[config.mk]
export PLATFORM = sky130hd
export DESIGN_NAME = sipo_word_collector
export DESIGN_NICKNAME = d
export VERILOG_FILES = /design/src/rtl/sipo_pkg.sv /design/src/rtl/sipo_shift_core.sv /design/src/rtl/sipo_word_collector.sv
export SDC_FILE = /design/constraint.sdc
export NUM_CORES = 1
export LEC_CHECK = 0
export BUFFER_PORTS_ARGS = -buffer_cell sky130_fd_sc_hd__buf_2
export CAP_MARGIN = 20
export CORE_UTILIZATION = 50
export DETAILED_ROUTE_END_ITERATION = 8
export MAX_ROUTING_LAYER = met4
export PLACE_DENSITY = 0.75
export REMOVE_ABC_BUFFERS = 1
export SLEW_MARGIN = 40
export SYNTH_ARGS = -nofsm -noshare
export SYNTH_HDL_FRONTEND = slang
export SYNTH_SLANG_ARGS = --single-unit
[constraint.sdc]
create_clock -name clk -period 1.8 [get_ports clk]
set_input_delay 0.18 -clock clk [delete_from_list [all_inputs] [get_ports clk]]
set_output_delay 0.18 -clock clk [all_outputs]
set_load 0.05 [all_outputs]
[src/rtl/sipo_pkg.sv]
// Shared types and defaults for the serial-to-parallel word collector.
// The PARITY state is only reachable when SIPO_PARITY_EN is defined.
package sipo_pkg;

    localparam int WIDTH_DEFAULT = 4;

    typedef enum logic [1:0] {
        IDLE   = 2'd0,
        SHIFT  = 2'd1,
        PARITY = 2'd2
    } state_e;

endpackage

[src/rtl/sipo_shift_core.sv]
// MSB-first shift register with bit counter; done flags the cycle the final data bit shifts in.
// sr_word is the next-state view, so it already holds the full word on the done cycle.
module sipo_shift_core
    import sipo_pkg::*;
#(
    parameter int WIDTH = WIDTH_DEFAULT
) (
    input  logic             clk,
    input  logic             reset,
    input  logic             shift_en,
    input  logic             restart,
    input  logic             sin,
    output logic [WIDTH-1:0] sr_word,
    output logic             done
);

    localparam int CNT_W = $clog2(WIDTH + 1);

    logic [WIDTH-1:0] sr_q, sr_d;
    logic [CNT_W-1:0] cnt_q, cnt_d;

    // Shift/count next-state; a restart makes this bit the first of a new word.
    always_comb begin
        sr_d  = sr_q;
        cnt_d = cnt_q;
        done  = 1'b0;
        if (shift_en) begin
            if (restart) begin
                sr_d  = {{(WIDTH-1){1'b0}}, sin};
                cnt_d = CNT_W'(1);
            end else begin
                sr_d = {sr_q[WIDTH-2:0], sin};
                if (cnt_q == CNT_W'(WIDTH - 1)) begin
                    done  = 1'b1;
                    cnt_d = CNT_W'(0);
                end else begin
                    cnt_d = cnt_q + CNT_W'(1);
                end
            end
        end else begin
            sr_d  = sr_q;
            cnt_d = cnt_q;
        end
    end

    // Shift register and counter state.
    always_ff @(posedge clk or posedge reset) begin
        if (reset) begin
            sr_q  <= {WIDTH{1'b0}};
            cnt_q <= CNT_W'(0);
        end else begin
            sr_q  <= sr_d;
            cnt_q <= cnt_d;
        end
    end

    assign sr_word = sr_d;

endmodule

[src/rtl/sipo_word_collector.sv]
// Serial-to-parallel word collector with valid/ready holding register and sticky overrun.
// Define SIPO_PARITY_EN to expect a trailing even-parity bit per frame.
module sipo_word_collector
    import sipo_pkg::*;
#(
    parameter int WIDTH = WIDTH_DEFAULT
) (
    input  logic             clk,
    input  logic             reset,
    input  logic             sin,
    input  logic             bit_valid,
    input  logic             frame_start,
    output logic [WIDTH-1:0] word,
    output logic             word_valid,
    input  logic             word_ready,
    output logic             busy,
    output logic             overrun,
    input  logic             overrun_clr,
    output logic             parity_err
);

    state_e           state_q, state_d;
    logic             shift_en_s, restart_s, done_s, commit_s, ovr_set_s;
    logic [WIDTH-1:0] sr_word_s;
    logic [WIDTH-1:0] word_q, word_d;
    logic             valid_q, valid_d, ovr_q, ovr_d;

    sipo_shift_core #(.WIDTH(WIDTH)) u_core (
        .clk      (clk),
        .reset    (reset),
        .shift_en (shift_en_s),
        .restart  (restart_s),
        .sin      (sin),
        .sr_word  (sr_word_s),
        .done     (done_s)
    );

    // FSM state register.
    always_ff @(posedge clk or posedge reset) begin
        if (reset) begin
            state_q <= IDLE;
        end else begin
            state_q <= state_d;
        end
    end

    // FSM next-state.
    always_comb begin
        state_d = state_q;
        case (state_q)
            IDLE: begin
                if (bit_valid && frame_start) state_d = SHIFT;
                else                          state_d = IDLE;
            end
            SHIFT: begin
                if (bit_valid && !frame_start && done_s) begin
`ifdef SIPO_PARITY_EN
                    state_d = PARITY;
`else
                    state_d = IDLE;
`endif
                end else begin
                    state_d = SHIFT;
                end
            end
`ifdef SIPO_PARITY_EN
            PARITY: begin
                if (bit_valid && frame_start) state_d = SHIFT;
                else if (bit_valid)           state_d = IDLE;
                else                          state_d = PARITY;
            end
`endif
            default: state_d = IDLE;
        endcase
    end

    // FSM outputs: when the shift core samples sin and whether it starts a new word.
    always_comb begin
        shift_en_s = 1'b0;
        restart_s  = 1'b0;
        case (state_q)
            IDLE: begin
                shift_en_s = bit_valid && frame_start;
                restart_s  = 1'b1;
            end
            SHIFT: begin
                shift_en_s = bit_valid;
                restart_s  = frame_start;
            end
            PARITY: begin
                shift_en_s = bit_valid && frame_start;
                restart_s  = 1'b1;
            end
            default: begin
                shift_en_s = 1'b0;
                restart_s  = 1'b0;
            end
        endcase
    end

`ifdef SIPO_PARITY_EN
    logic perr_q, perr_s;

    // Commit on the parity bit; a mismatch still commits the word.
    always_comb begin
        commit_s = bit_valid && !frame_start && (state_q == PARITY);
        perr_s   = commit_s && ((^sr_word_s) != sin);
    end

    // Parity error pulse register.
    always_ff @(posedge clk or posedge reset) begin
        if (reset) begin
            perr_q <= 1'b0;
        end else begin
            perr_q <= perr_s;
        end
    end

    assign parity_err = perr_q;
`else
    assign commit_s   = done_s;
    assign parity_err = 1'b0;
`endif

    // Holding register: a drain and a completion on the same edge keep word_valid high.
    always_comb begin
        word_d    = word_q;
        valid_d   = valid_q;
        ovr_set_s = 1'b0;
        if (commit_s) begin
            if (!valid_q || word_ready) begin
                word_d  = sr_word_s;
                valid_d = 1'b1;
            end else begin
                ovr_set_s = 1'b1;
            end
        end else if (valid_q && word_ready) begin
            valid_d = 1'b0;
        end else begin
            valid_d = valid_q;
        end
        if (ovr_set_s)        ovr_d = 1'b1;
        else if (overrun_clr) ovr_d = 1'b0;
        else                  ovr_d = ovr_q;
    end

    // Holding register and sticky overrun state.
    always_ff @(posedge clk or posedge reset) begin
        if (reset) begin
            word_q  <= {WIDTH{1'b0}};
            valid_q <= 1'b0;
            ovr_q   <= 1'b0;
        end else begin
            word_q  <= word_d;
            valid_q <= valid_d;
            ovr_q   <= ovr_d;
        end
    end

    assign word       = word_q;
    assign word_valid = valid_q;
    assign overrun    = ovr_q;
    assign busy       = (state_q != IDLE);

endmodule
**Yosys cells after proc, flatten, opt, wreduce, memory -nomap -nowiden**

Index checks and enable logic that the tools add are counted.

- Flip-flop bits (word level): 15
- Input port bits: 7
- Output and inout port bits: 8

- Add/subtract/negate cells: 1
- Equality and inequality tests: 4
- Multiplexer cells: 19
- Reductions and logical operators: 14

Operator list:

| operator | count |
|---|---|
| two-way mux 1 bit | 12 |
| two-way mux 4 bit | 2 |
| two-way mux 3 bit | 2 |
| nonzero test 2 bit | 3 |
| logical AND 1 bit | 4 |
| case mux 1 bit (2 select lines) | 2 |
| case mux 2 bit (2 select lines) | 1 |
| AND reduction 2 bit | 2 |
| adder 3 x 1 -> 3 bit (second input constant) | 1 |
| == test 3 x 2 -> 1 bit (second input constant) | 1 |
| == test 2 x 1 -> 1 bit (second input constant) | 1 |
| == test 2 bit (second input constant) | 1 |
| zero test 1 bit | 2 |
| zero test 2 bit | 1 |
| != test 2 x 1 -> 1 bit (second input constant) | 1 |
| OR reduction 2 bit | 1 |
| logical OR 1 bit | 1 |

**Logic depth before layout (Yosys ltp)**

- Depth in word-level cells: 8
- Depth in mapped cells: 4
- Mapped depth without buffers: 4

**Modules after synthesis**

Synthesis repeated with hierarchy kept, for this count alone.

- Cell total of the unflattened synthesis: 55
- Area, all modules: 659.4 um2

By module, submodules not included:

| module | instances | cells each | area an instance (um2) | sequential area each (um2) |
|---|---|---|---|---|
| sipo_shift_core | 1 | 31 | 340.3 | 175.2 |
| sipo_word_collector | 1 | 24 | 319.1 | 175.2 |

**Least setup slack after synthesis**

Ideal clock, no wire load.

- Path kind: register to register
- Start point: register state_q[0]
- End point: register word_q[0], in the netlist word[0]
- Setup time: 0.125 ns
- Data arrival time: 1.626 ns
- Required time: 1.675 ns
- Slack: 0.050 ns
- Stages on the path, launching flop included: 5
- Buffers on the path: 1
- Cells stage by stage: dfrtp_1 buf_4 nand2_2 nor4b_4 mux2_2

- Cells in the longest elaborated chain, start to end: 6

RTL lines:

| item | line | RTL |
|---|---|---|
| start, declared | sipo_word_collector.sv:22 | `state_e state_q, state_d;` |
| start signal, assigned | sipo_word_collector.sv:43 | `state_q <= state_d;` |
| == test 2 bit or zero test 2 bit (tied branches) | sipo_word_collector.sv:81 | `case (state_q)` |
| OR reduction 2 bit (no source line) | n/a |  |
| case mux 1 bit (2 select lines) | sipo_word_collector.sv:81 |  |
| two-way mux 1 bit | sipo_shift_core.sv:28 | `if (restart) begin` |
| two-way mux 1 bit | sipo_shift_core.sv:27 | `if (shift_en) begin` |
| AND reduction 2 bit (no source line) | n/a |  |
| end signal, assigned | sipo_word_collector.sv:150 | `word_q <= {WIDTH{1'b0}};` |
| end signal, assigned | sipo_word_collector.sv:154 | `word_q <= word_d;` |
| end, declared | sipo_word_collector.sv:25 | `logic [WIDTH-1:0] word_q, word_d;` |

Parallel ways exist; a longest one is shown, timed or not.
A chain may end at the register's enable or synchronous reset.

**Worst setup path after layout**

- Start point: register state_q[0]
- End point: register word_q[2], in the netlist word[2]

Same word-level chain as after synthesis.

==> results.toml <==
[yosys]
async_flop_share_pct = 100.0
synth_top_family_by_area = "simple AND/OR/NAND/NOR gates"
syn_avg_cell_area_um2 = 11.28
synth_warnings = 0
synth_fa_ha_area_share_pct = 1.880
synth-edff-count = 0
ys.flop_type = "dfrtp_1"
synth_compound_area_share_pct = 12.78
ys_seq_area_share_pct = 52.63
synth-simple-area-share_pct = 15.60
synth_area_leader_cell = "dfrtp_1"
syn_inst = 59
synth_top_cells_by_area = "dfrtp_1 53%, mux2_2 8.5%, nand2b_1 4.7%, inv_1 3.9%, o221ai_1 3.9%"
synth.top_cell.area_share_pct = 52.63
synth-xor-area-share_pct = 0
synth_area_um2 = 665.6
synthDistinctLibCells = 23
synth.area.mux_share_pct = 8.459
ys_seq_elements = 14

[die]
die-area_um2 = 1481
die_h_um = 38.49
core_um2 = 1171
die_width_um = 38.49
ioPinCount = 15
row_count = 12
start_util_pct = 56.84

[global_routing]
grt_max_degree = 15
grt_pass1_wl_mm = 1.828
overflow = 0
grt_pass1_vias = 451
antenna_found_initial = 0
track_usage_pct = 19.02

[place]
dp_slack_ns = 0.2131
port_buffers = 13
place_area_um2 = 720.7
place_hpwl_um = 783.4
gp_congestion = 0.8000

[final_layout]
drive_gt1_share_pct = 35.62
final_area_um2 = 767.0
regArea_um2 = 350.3
final_cell_mix = "14 x dfrtp_1, 13 x buf_2, 7 x inv_1"
fillers = 99
nets = 82
antenna_cells = 0
multiInputGateArea_um2 = 261.5
layout_commonest_cell = "dfrtp_1"
area_delta_synth_final_pct = 15.23

[min_path]
holdPathStages = 2
hold_class = "in2reg"

[timing]
hold_viol_final = 0
drv_slew = 0
tightest_slew_ns = 0.5246
tns_ns = 0
holdWs_ns = 0.06735
skew_ns = 0.002937
clock.fmax_mhz = 635.7
fin_crit_ns = 1.573
fin_crit_sh_pct = 87.39
relSlewSlack_pct = 64.99
final-setup-viol-count = 0
rsz0062_at_grt = "no"
setup_ws_ns = 0.2270

[critical_path]
worstPathArrival_ns = 1.75
end_kind = "flop"
critical_path_class = "reg2reg"
crit_path_end = "word[2]$_DFFE_PP0P_"
cp-start-kind = "flop"
startpoint = "state_q[0]$_DFF_PP0_"
timing.rr.end = "word[2]$_DFFE_PP0P_"
reg2reg_depth = 3
ff2ff_setup_slack_ns = 0.23
timing.rr.start = "state_q[0]$_DFF_PP0_"
worstPathMaxFanout = 10
cp.required_ns = 1.98

[pwr]
p_switching_mw = 0.4586
p_clk_share_pct = 20.5
powerDensity_nw_per_um2 = 1453
p_comb_share_pct = 38.0
switching_share_pct = 41.14
p_int_mw = 0.6562
p_leak_nw = 0.3842
ir_worst_vdd_v = 0.0007396
pwr-share-seq_pct = 41.5

[route]
firstDrtPassIters = 3
route.antenna.remaining_nets = 0
route.detailed.drc = 0
vias = 460
first_iter_violations = 8
wl_mm = 1.058
drt-vias-per-instance = 5.287
post_drt_wl_per_cell_um = 12.16

[clocking]
clk_latency_ns = 0.28
holdBufCountCts = 1
cts_setup_buffers = 0
ctsLongestPathBuffers = 2
clkSlewWorstSetupHoldPaths_ns = 0.09
cts_buffers = 3
cts_max_level = 1
clk_root_buffer_cell = "clkbuf_4"
clock_sinks = 14
tritoncts = "done"
post_cts_resized = 0

[run_status]
status = "completed"

[flow_run]
cap_violations = 0
-- cell type report --
class                   count  area share [%]
flip-flops and latches     14           45.68
multi-input cells          34           34.09
repair buffers             14           9.788
clock buffers               4           4.731
inverters                   7           3.426
well taps                  14           2.284
-- power by group through the flow --
| stage | clock network [mW] | registers, mW | logic (mW) |
|---|---|---|---|
| global route | 0.237 | 0.474 | 0.458 |
| CTS | 0.228 | 0.462 | 0.429 |
| finish | 0.228 | 0.463 | 0.424 |
| global placement | 0 | 0.466 | 0.423 |
| detailed placement | 0 | 0.470 | 0.426 |
| floorplan | 0 | 0.635 | 0.160 |
-- worst min-delay path by stage --
| stage | startpoint | to | slack [ns] |
|---|---|---|---|
| 2_1_floorplan | reset | overrun$_DFFE_PP0P_ | 0.07 |
| 3_3_place_gp | reset | state_q[0]$_DFF_PP0_ | 0.24 |
| 6_report | overrun_clr | overrun$_DFFE_PP0P_ | 0.07 |
| 3_5_place_dp | reset | u_core.sr_q[0]$_DFF_PP0_ | 0.24 |
| 5_1_grt | overrun_clr | overrun$_DFFE_PP0P_ | 0.08 |
| 4_1_cts | overrun_clr | overrun$_DFFE_PP0P_ | 0.08 |
-- sequential cells by signal (all words and copies together) (netlist names) --
register      cells
state_q           1
word              4
u_core.cnt_q      3
overrun           1
u_core.sr_q       4
word_valid        1
-- critical path, stage by stage (launching register included) --
cell	delay (ns)
dfrtp_1	0.54
nand2_2	0.15
nor4b_4	0.40
mux2_2	0.38
-- per-stage QoR --
stage / util, % / instances / power [mW]
finish: 65.49 / 87 / 1.115
global route: 65.49 / 87 / 1.168
CTS: 65.49 / 87 / 1.119
detailed placement: 61.54 / 82 / 0.8964
global placement: 61.54 / 82 / 0.8886
floorplan: - / 55 / 0.7948
-- cells by family after synthesis --
logic type,Yosys count
AND/OR/NAND/NOR,16
flip-flops,14
AO/OA/AOI/OAI,11
buffers and inverters,11
multiplexers,5
adder cells (fa/ha/maj),1
other,1
-- synthesized netlist by cell type (2+ instances only) --
master     n
inv_1      7
mux2_2     5
nand2_1    3
nand3_1    3
nand2b_1   5
a22o_1     2
buf_4      3
o221ai_1   3
dfrtp_1   14
-- routing by layer --
layer	share of wire, %	wire, µm	GRT usage, %	vias up
met5	0	0	-	-
met4	0.95	10	10.34	0
met3	4.3	45	5.233	2
met2	46	482	28.75	11
met1	49	519	22.93	216
li1	-	-	-	231
No activity file was read; power rests on OpenSTA's default activity.
